## src/rtl/alu_issue_stage.sv

```systemverilog
// ---------------------------------------------------------------------------
// alu_issue_stage
//
// Single-entry ID/EX issue register in front of the 64-bit ALU. It takes one
// decoded LEGv8 instruction plus its register-file read data, turns the
// 11-bit opcode into the ALU's 4-bit select code, and resolves both operands.
// Each operand is either XZR, a same-cycle write-back forward, the immediate
// or the register-file value. The result is held in a register and handed to
// the ALU with a valid/ready handshake. A free-running counter records every
// completed output handshake.
//
// Parameters
//   DATA_W       operand width (must match the ALU input width)
//   CNT_W        issue counter width
//
// Ports
//   clk, rst_n   clock; asynchronous active-low reset
//   in_valid     upstream offers an instruction
//   in_ready     stage can take an instruction this cycle (never uses in_valid)
//   opcode       instruction bits [31:21]
//   rn_idx/rm_idx/rd_idx  source and destination register numbers
//   rn_data/rm_data       register-file read data
//   imm          pre-sign-extended immediate, used verbatim
//   wb_we/wb_rd/wb_data   write-back port, used for same-cycle forwarding
//   flush        drop the held instruction and any instruction offered now
//   out_valid    ALU operands valid
//   out_ready    ALU/EX side consumes this cycle
//   select       ALU operation code
//   input1/2     ALU operands
//   out_rd       destination register carried to EX
//   out_illegal  opcode did not decode (still issued and counted)
//   issue_count  number of completed output handshakes, wraps
// ---------------------------------------------------------------------------
module alu_issue_stage #(
  parameter int DATA_W = 64,
  parameter int CNT_W  = 32
) (
  input  logic              clk,
  input  logic              rst_n,
  input  logic              in_valid,
  output logic              in_ready,
  input  logic [10:0]       opcode,
  input  logic [4:0]        rn_idx,
  input  logic [4:0]        rm_idx,
  input  logic [4:0]        rd_idx,
  input  logic [DATA_W-1:0] rn_data,
  input  logic [DATA_W-1:0] rm_data,
  input  logic [DATA_W-1:0] imm,
  input  logic              wb_we,
  input  logic [4:0]        wb_rd,
  input  logic [DATA_W-1:0] wb_data,
  input  logic              flush,
  output logic              out_valid,
  input  logic              out_ready,
  output logic [3:0]        select,
  output logic [DATA_W-1:0] input1,
  output logic [DATA_W-1:0] input2,
  output logic [4:0]        out_rd,
  output logic              out_illegal,
  output logic [CNT_W-1:0]  issue_count
);

  // ALU operation codes.
  localparam logic [3:0] ALU_AND = 4'b0000;
  localparam logic [3:0] ALU_ORR = 4'b0001;
  localparam logic [3:0] ALU_ADD = 4'b0010;
  localparam logic [3:0] ALU_SUB = 4'b0110;

  localparam logic [4:0] XZR = 5'd31;

  // Operand source for input1 / input2.
  localparam logic [1:0] SRC_ZERO = 2'd0;
  localparam logic [1:0] SRC_RN   = 2'd1;
  localparam logic [1:0] SRC_RM   = 2'd2;
  localparam logic [1:0] SRC_IMM  = 2'd3;

  // -------------------------------------------------------------------------
  // Operand resolution: XZR wins over forwarding, forwarding wins over the
  // register file. A write-back to XZR is never forwarded.
  // -------------------------------------------------------------------------
  function automatic logic [DATA_W-1:0] resolve_operand(
    input logic [4:0]        idx,
    input logic [DATA_W-1:0] rf_data,
    input logic              fwd_we,
    input logic [4:0]        fwd_rd,
    input logic [DATA_W-1:0] fwd_data
  );
    if (idx == XZR) begin
      resolve_operand = '0;
    end else if (fwd_we && (fwd_rd == idx) && (fwd_rd != XZR)) begin
      resolve_operand = fwd_data;
    end else begin
      resolve_operand = rf_data;
    end
  endfunction

  logic [DATA_W-1:0] rn_val;
  logic [DATA_W-1:0] rm_val;

  assign rn_val = resolve_operand(rn_idx, rn_data, wb_we, wb_rd, wb_data);
  assign rm_val = resolve_operand(rm_idx, rm_data, wb_we, wb_rd, wb_data);

  // -------------------------------------------------------------------------
  // Opcode decode
  // -------------------------------------------------------------------------
  logic [3:0] dec_select;
  logic [1:0] dec_src1;
  logic [1:0] dec_src2;
  logic       dec_illegal;

  always_comb begin
    // NOTE: every output of this block gets a default first so that no path
    // through the case leaves one unassigned, which would infer a latch.
    dec_select  = ALU_AND;
    dec_src1    = SRC_ZERO;
    dec_src2    = SRC_ZERO;
    dec_illegal = 1'b0;

    casez (opcode)
      11'b10001011000: begin // ADD
        dec_select = ALU_ADD;
        dec_src1   = SRC_RN;
        dec_src2   = SRC_RM;
      end
      11'b11001011000: begin // SUB
        dec_select = ALU_SUB;
        dec_src1   = SRC_RN;
        dec_src2   = SRC_RM;
      end
      11'b10001010000: begin // AND
        dec_select = ALU_AND;
        dec_src1   = SRC_RN;
        dec_src2   = SRC_RM;
      end
      11'b10101010000: begin // ORR
        dec_select = ALU_ORR;
        dec_src1   = SRC_RN;
        dec_src2   = SRC_RM;
      end
      11'b1001000100?: begin // ADDI
        dec_select = ALU_ADD;
        dec_src1   = SRC_RN;
        dec_src2   = SRC_IMM;
      end
      11'b1101000100?: begin // SUBI
        dec_select = ALU_SUB;
        dec_src1   = SRC_RN;
        dec_src2   = SRC_IMM;
      end
      11'b11111000010,       // LDUR
      11'b11111000000: begin // STUR
        dec_select = ALU_ADD;
        dec_src1   = SRC_RN;
        dec_src2   = SRC_IMM;
      end
      11'b10110100???: begin // CBZ: compare Rt (carried on rm) against zero
        dec_select = ALU_ADD;
        dec_src1   = SRC_ZERO;
        dec_src2   = SRC_RM;
      end
      default: begin
        dec_illegal = 1'b1;
      end
    endcase
  end

  // Operand muxes driven by the decoded source selects.
  function automatic logic [DATA_W-1:0] pick_operand(
    input logic [1:0]        src,
    input logic [DATA_W-1:0] rn_v,
    input logic [DATA_W-1:0] rm_v,
    input logic [DATA_W-1:0] imm_v
  );
    case (src)
      SRC_RN:  pick_operand = rn_v;
      SRC_RM:  pick_operand = rm_v;
      SRC_IMM: pick_operand = imm_v;
      default: pick_operand = '0;
    endcase
  endfunction

  logic [DATA_W-1:0] dec_op1;
  logic [DATA_W-1:0] dec_op2;

  assign dec_op1 = pick_operand(dec_src1, rn_val, rm_val, imm);
  assign dec_op2 = pick_operand(dec_src2, rn_val, rm_val, imm);

  // -------------------------------------------------------------------------
  // Handshake
  // -------------------------------------------------------------------------
  logic              valid_q, valid_d;
  logic [3:0]        select_q, select_d;
  logic [DATA_W-1:0] op1_q, op1_d;
  logic [DATA_W-1:0] op2_q, op2_d;
  logic [4:0]        rd_q, rd_d;
  logic              illegal_q, illegal_d;
  logic [CNT_W-1:0]  cnt_q, cnt_d;

  logic accept;
  logic consume;

  // The slot frees up in the same cycle it is consumed, which gives full
  // throughput with out_ready held high.
  assign in_ready = !valid_q || out_ready;
  assign accept   = in_valid && in_ready && !flush;
  assign consume  = valid_q && out_ready;

  always_comb begin
    valid_d   = valid_q;
    select_d  = select_q;
    op1_d     = op1_q;
    op2_d     = op2_q;
    rd_d      = rd_q;
    illegal_d = illegal_q;

    if (accept) begin
      valid_d   = 1'b1;
      select_d  = dec_select;
      op1_d     = dec_op1;
      op2_d     = dec_op2;
      rd_d      = rd_idx;
      illegal_d = dec_illegal;
    end else if (flush || consume) begin
      // Data outputs keep their last value; only valid drops.
      valid_d = 1'b0;
    end
  end

  // Counting depends only on the output handshake, so a flush in the same
  // cycle as a consume still counts that consume.
  assign cnt_d = consume ? cnt_q + CNT_W'(1) : cnt_q;

  always_ff @(posedge clk or negedge rst_n) begin
    if (!rst_n) begin
      valid_q   <= 1'b0;
      select_q  <= ALU_AND;
      op1_q     <= '0;
      op2_q     <= '0;
      rd_q      <= '0;
      illegal_q <= 1'b0;
      cnt_q     <= '0;
    end else begin
      // NOTE: state registers use non-blocking assignment so every flop
      // samples the pre-edge value of every other flop.
      valid_q   <= valid_d;
      select_q  <= select_d;
      op1_q     <= op1_d;
      op2_q     <= op2_d;
      rd_q      <= rd_d;
      illegal_q <= illegal_d;
      cnt_q     <= cnt_d;
    end
  end

  assign out_valid   = valid_q;
  assign select      = select_q;
  assign input1      = op1_q;
  assign input2      = op2_q;
  assign out_rd      = rd_q;
  assign out_illegal = illegal_q;
  assign issue_count = cnt_q;

endmodule

```

## config.mk

```make
export PLATFORM = sky130hd
export DESIGN_NAME = alu_issue_stage
export DESIGN_NICKNAME = d
export VERILOG_FILES = /design/src/rtl/alu_issue_stage.sv
export SDC_FILE = /design/constraint.sdc
export NUM_CORES = 1
export LEC_CHECK = 0
export ABC_AREA = 1
export BUFFER_PORTS_ARGS = -buffer_cell sky130_fd_sc_hd__buf_2
export CORE_MARGIN = 10
export CORE_UTILIZATION = 31
export CTS_CLUSTER_DIAMETER = 200
export DETAILED_ROUTE_END_ITERATION = 7
export SLEW_MARGIN = 30
export SYNTH_ARGS = -nofsm -noshare
export SYNTH_HDL_FRONTEND = slang
export SYNTH_SLANG_ARGS = --single-unit
```

## constraint.sdc

```tcl
create_clock -name clk -period 1.7 [get_ports clk]
set_input_delay 0.34 -clock clk [delete_from_list [all_inputs] [get_ports clk]]
set_output_delay 0.34 -clock clk [all_outputs]
set_load 0.01 [all_outputs]
```

==> flow_metrics.py <==
metrics = {
    "pwr": {
        "p_sw_frac": 0.301,
        "power.density_nw_per_um2": 700,
        "peakVddDrop_mv": 0.650,
        "total_power_uw": 10000,
        "pwr-share-clk": 0.395,
        "internal-power_uw": 7020,
        "pwr-share-seq": 0.423,
        "power.switching_uw": 3020,
        "power_frac_comb": 0.181,
        "leakage_uw": 0.00865,
    },
    "route": {
        "routed_via_density": 4.84,
        "final_antenna_net_count": 0,
        "vias": 11900,
        "drt-initial-drc-count": 825,
        "wirelength_um": 47200,
        "drc": 0,
        "wl_per_cell_um": 19.2,
        "drtPass1Iterations": 5,
    },
    "synth": {
        "synth-seq-cells": 170,
        "synthSimpleGateAreaFrac": 0.477,
        "ys_types": 35,
        "yosys-top-cells-area": "dfrtp_1, nand2_1, nand3_1",
        "postSynthNetCount": 1824,
        "synth_ff_type": "dfrtp_1",
        "synth_cells": 1530,
        "synth_edf_count": 0,
        "yosys_warnings": 0,
        "syn_area_um2": 10300,
        "synthTopCellsByCount": "nand2_1, nand3_1, dfrtp_1",
        "synth-async-reset-ratio": 1.00,
        "avgSynthCellArea_um2": 6.73,
        "seq_area_frac_synth": 0.413,
        "yosys.area.top_type": "dfrtp_1",
        "synth_top_area_frac": 0.413,
        "synth_fa_ha_area_frac": 0.00121,
        "synth-compound-area-share": 0.00668,
        "synth_xor_area_frac": 0.0272,
        "synth_mux_area_frac": 0,
        "synth_most_common_cell": "nand2_1",
        "synth_top_family_by_area": "simple AND/OR/NAND/NOR gates",
    },
    "worst_setup_path": {
        "cpPeakStageDelay_ns": 0.41,
        "cpMaxStageDelayCell": "dfrtp_1",
        "crit_fanout": 10,
        "critical_path_class": "reg -> reg",
        "start_kind": "flip-flop",
        "path_cells": "inv_2 -> nor2_2 -> nor3_4 -> clkbuf_16 -> inv_8 -> nor2_4 -> buf_12 -> buf_6 -> nand3_1 -> nand2_1",
        "critPathArrivalTime_ns": 2.05,
        "required_ns": 2.09,
        "worstSetupEndpointType": "flip-flop",
        "reg2reg_slack_ns": 0.04,
    },
    "outcome": {
        "outcome": "finished clean",
    },
    "sta": {
        "hold_violations": 0,
        "setup_ws_ns": 0.0363,
        "slew_violations": 0,
        "skew_ns": 0.0126,
        "setup_violations": 0,
        "worst_pin_slew_ns": 0.503,
        "period_minus_slack_ns": 1.66,
        "tns_ns": 0,
        "max_slew_margin": 0.665,
        "rsz0062_at_grt": "yes",
        "max_freq_mhz": 601,
        "min_period_over_period": 0.979,
    },
    "global_routing": {
        "grt_usage": 0.218,
        "grt_pass1_vias": 12000,
        "busiest_layer": "met2",
        "grt_use_met1": 0.263,
        "antenna_found_initial": 10,
        "grt_util_met3": 0.0627,
        "grt_remaining_overflow": 0,
        "grt_max_degree": 65,
        "grt_pass1_wl_um": 70200,
        "met2_usage": 0.358,
    },
    "cts": {
        "cts_made_buffers": 17,
        "cts_tree": "yes",
        "cts_sinks": 170,
        "htreeDepth": 4,
        "path_clk_slew_ns": 0.08,
        "cts_buffer_depth": 2,
        "root_buffer": "clkbuf_16",
        "clock_latency_ns": 0.45,
    },
    "die": {
        "core_um2": 32600,
        "ios": 465,
        "die_x_um": 202,
        "start_util": 0.316,
        "rows": 66,
        "die_area_um2": 40900,
        "chipHeight_um": 202,
    },
    "place": {
        "port_buffers": 463,
        "pre_cts_slack_ns": -0.161,
        "place_hpwl_um": 34700,
        "place_inst": 2404,
        "gp_congestion": 0.909,
    },
    "hold_path": {
        "min_path_type": "in -> reg",
    },
    "cells_and_area": {
        "drive_gt1_frac": 0.308,
        "fin_nets": 2289,
        "fin_cells": 2458,
        "syn_to_final_growth_pct": 39.1,
    },
    "job": {
        "cap_violations": 0,
    },
}
-- routing by layer --
metal | up-vias | share of wire
li1 | 5777 | -
met5 | - | 0.00047
met4 | 4 | 0.031
met3 | 81 | 0.081
met1 | 5515 | 0.41
met2 | 513 | 0.48
-- critical path, delay by kind of cell (launching register included) --
| kind | cells | cell delay (ns) |
|---|---|---|
| AND/OR/NAND/NOR | 5 | 0.53 |
| buffers and inverters | 5 | 0.65 |
| flip-flops | 1 | 0.41 |
-- power groups by stage --
stage / combinational, µW / clock, µW / sequential, µW
floorplan: 664 / 0 / 4380
global placement: 1710 / 0 / 4320
detailed placement: 1720 / 0 / 4330
CTS: 1750 / 4070 / 4240
global route: 1990 / 4230 / 4260
finish: 1820 / 3970 / 4250
-- layout by cell type, fill, tap and decap left out, drive strengths merged, types with 2 or more instances in the layout --
cell type / netlist / final
a21oi: 4 / 4
and3: 2 / 2
buf: 65 / 534
clkbuf: 29 / 24
clkinv: 2 / 7
clkinvlp: 0 / 2
dfrtp: 170 / 170
diode: 0 / 8
inv: 47 / 52
nand2: 803 / 803
nand3: 279 / 279
nand4: 10 / 10
nor2: 53 / 53
nor3: 18 / 18
nor3b: 2 / 2
o21ai: 7 / 7
or2: 2 / 2
xnor2: 13 / 13
xor2: 19 / 19
-- flip-flops by register name, summed over array words and instances (netlist names) --
register / cells
out_illegal: 1
out_rd: 5
input1: 64
out_valid: 1
select: 3
input2: 64
issue_count: 32
-- per-stage QoR --
step                hold WS (ns)  area (µm²)   util
global placement           0.321       13400  0.412
finish                    0.0951       14300  0.439
CTS                       0.0642       14000  0.430
detailed placement         0.319       13400  0.412
floorplan                 0.0444       10300      -
global route              0.0863       14300  0.439
-- final cells by class --
| class | instances | area (µm²) |
|---|---|---|
| Sequential cell | 170 | 4250 |
| Antenna cell | 8 | 20.0 |
| Clock inverter | 13 | 131 |
| Fill cell | 3449 | 18300 |
| Inverter | 49 | 193 |
| Clock buffer | 19 | 453 |
| Multi-Input combinational cell | 1217 | 5390 |
| Tap cell | 442 | 553 |
| Timing Repair Buffer | 540 | 3340 |
-- cell families (layout without fill, tap and decap cells) --
logic type | count (synthesis) | after routing
AND/OR/NAND/NOR | 1170 | 1170
buffers and inverters | 143 | 621
adder cells (fa/ha/maj) | 1 | 1
other | 1 | 9
flip-flops | 170 | 170
AO/OA/AOI/OAI | 13 | 13
XOR/XNOR | 32 | 32
-- what timing repair did --
item / 4_1_cts / 5_1_grt
endpoints found under the setup margin: 2 / 87
buffers inserted: 1 / 6
gates resized for setup: 0 / 28
pin swaps: 2 / 18
cloned: 0 / 6
hold endpoints to repair: 32 / 0
hold buffers: 1 / 0
-- worst paths after layout --
kind / start / cells past startpoint / endpoint
worst max register to register: out_valid / 10 / input1[0]
worst min-delay path: rd_idx[3] / 3 / out_rd[3]
worst min register to register: out_rd[0] / 2 / out_rd[0]
worst max-delay path: out_valid / 10 / input1[0]
max in group asynchronous: rst_n / 3 / input1[25]
min in group asynchronous: rst_n / 2 / input2[49]
Note: power is estimated with default switching activity, not from simulation.
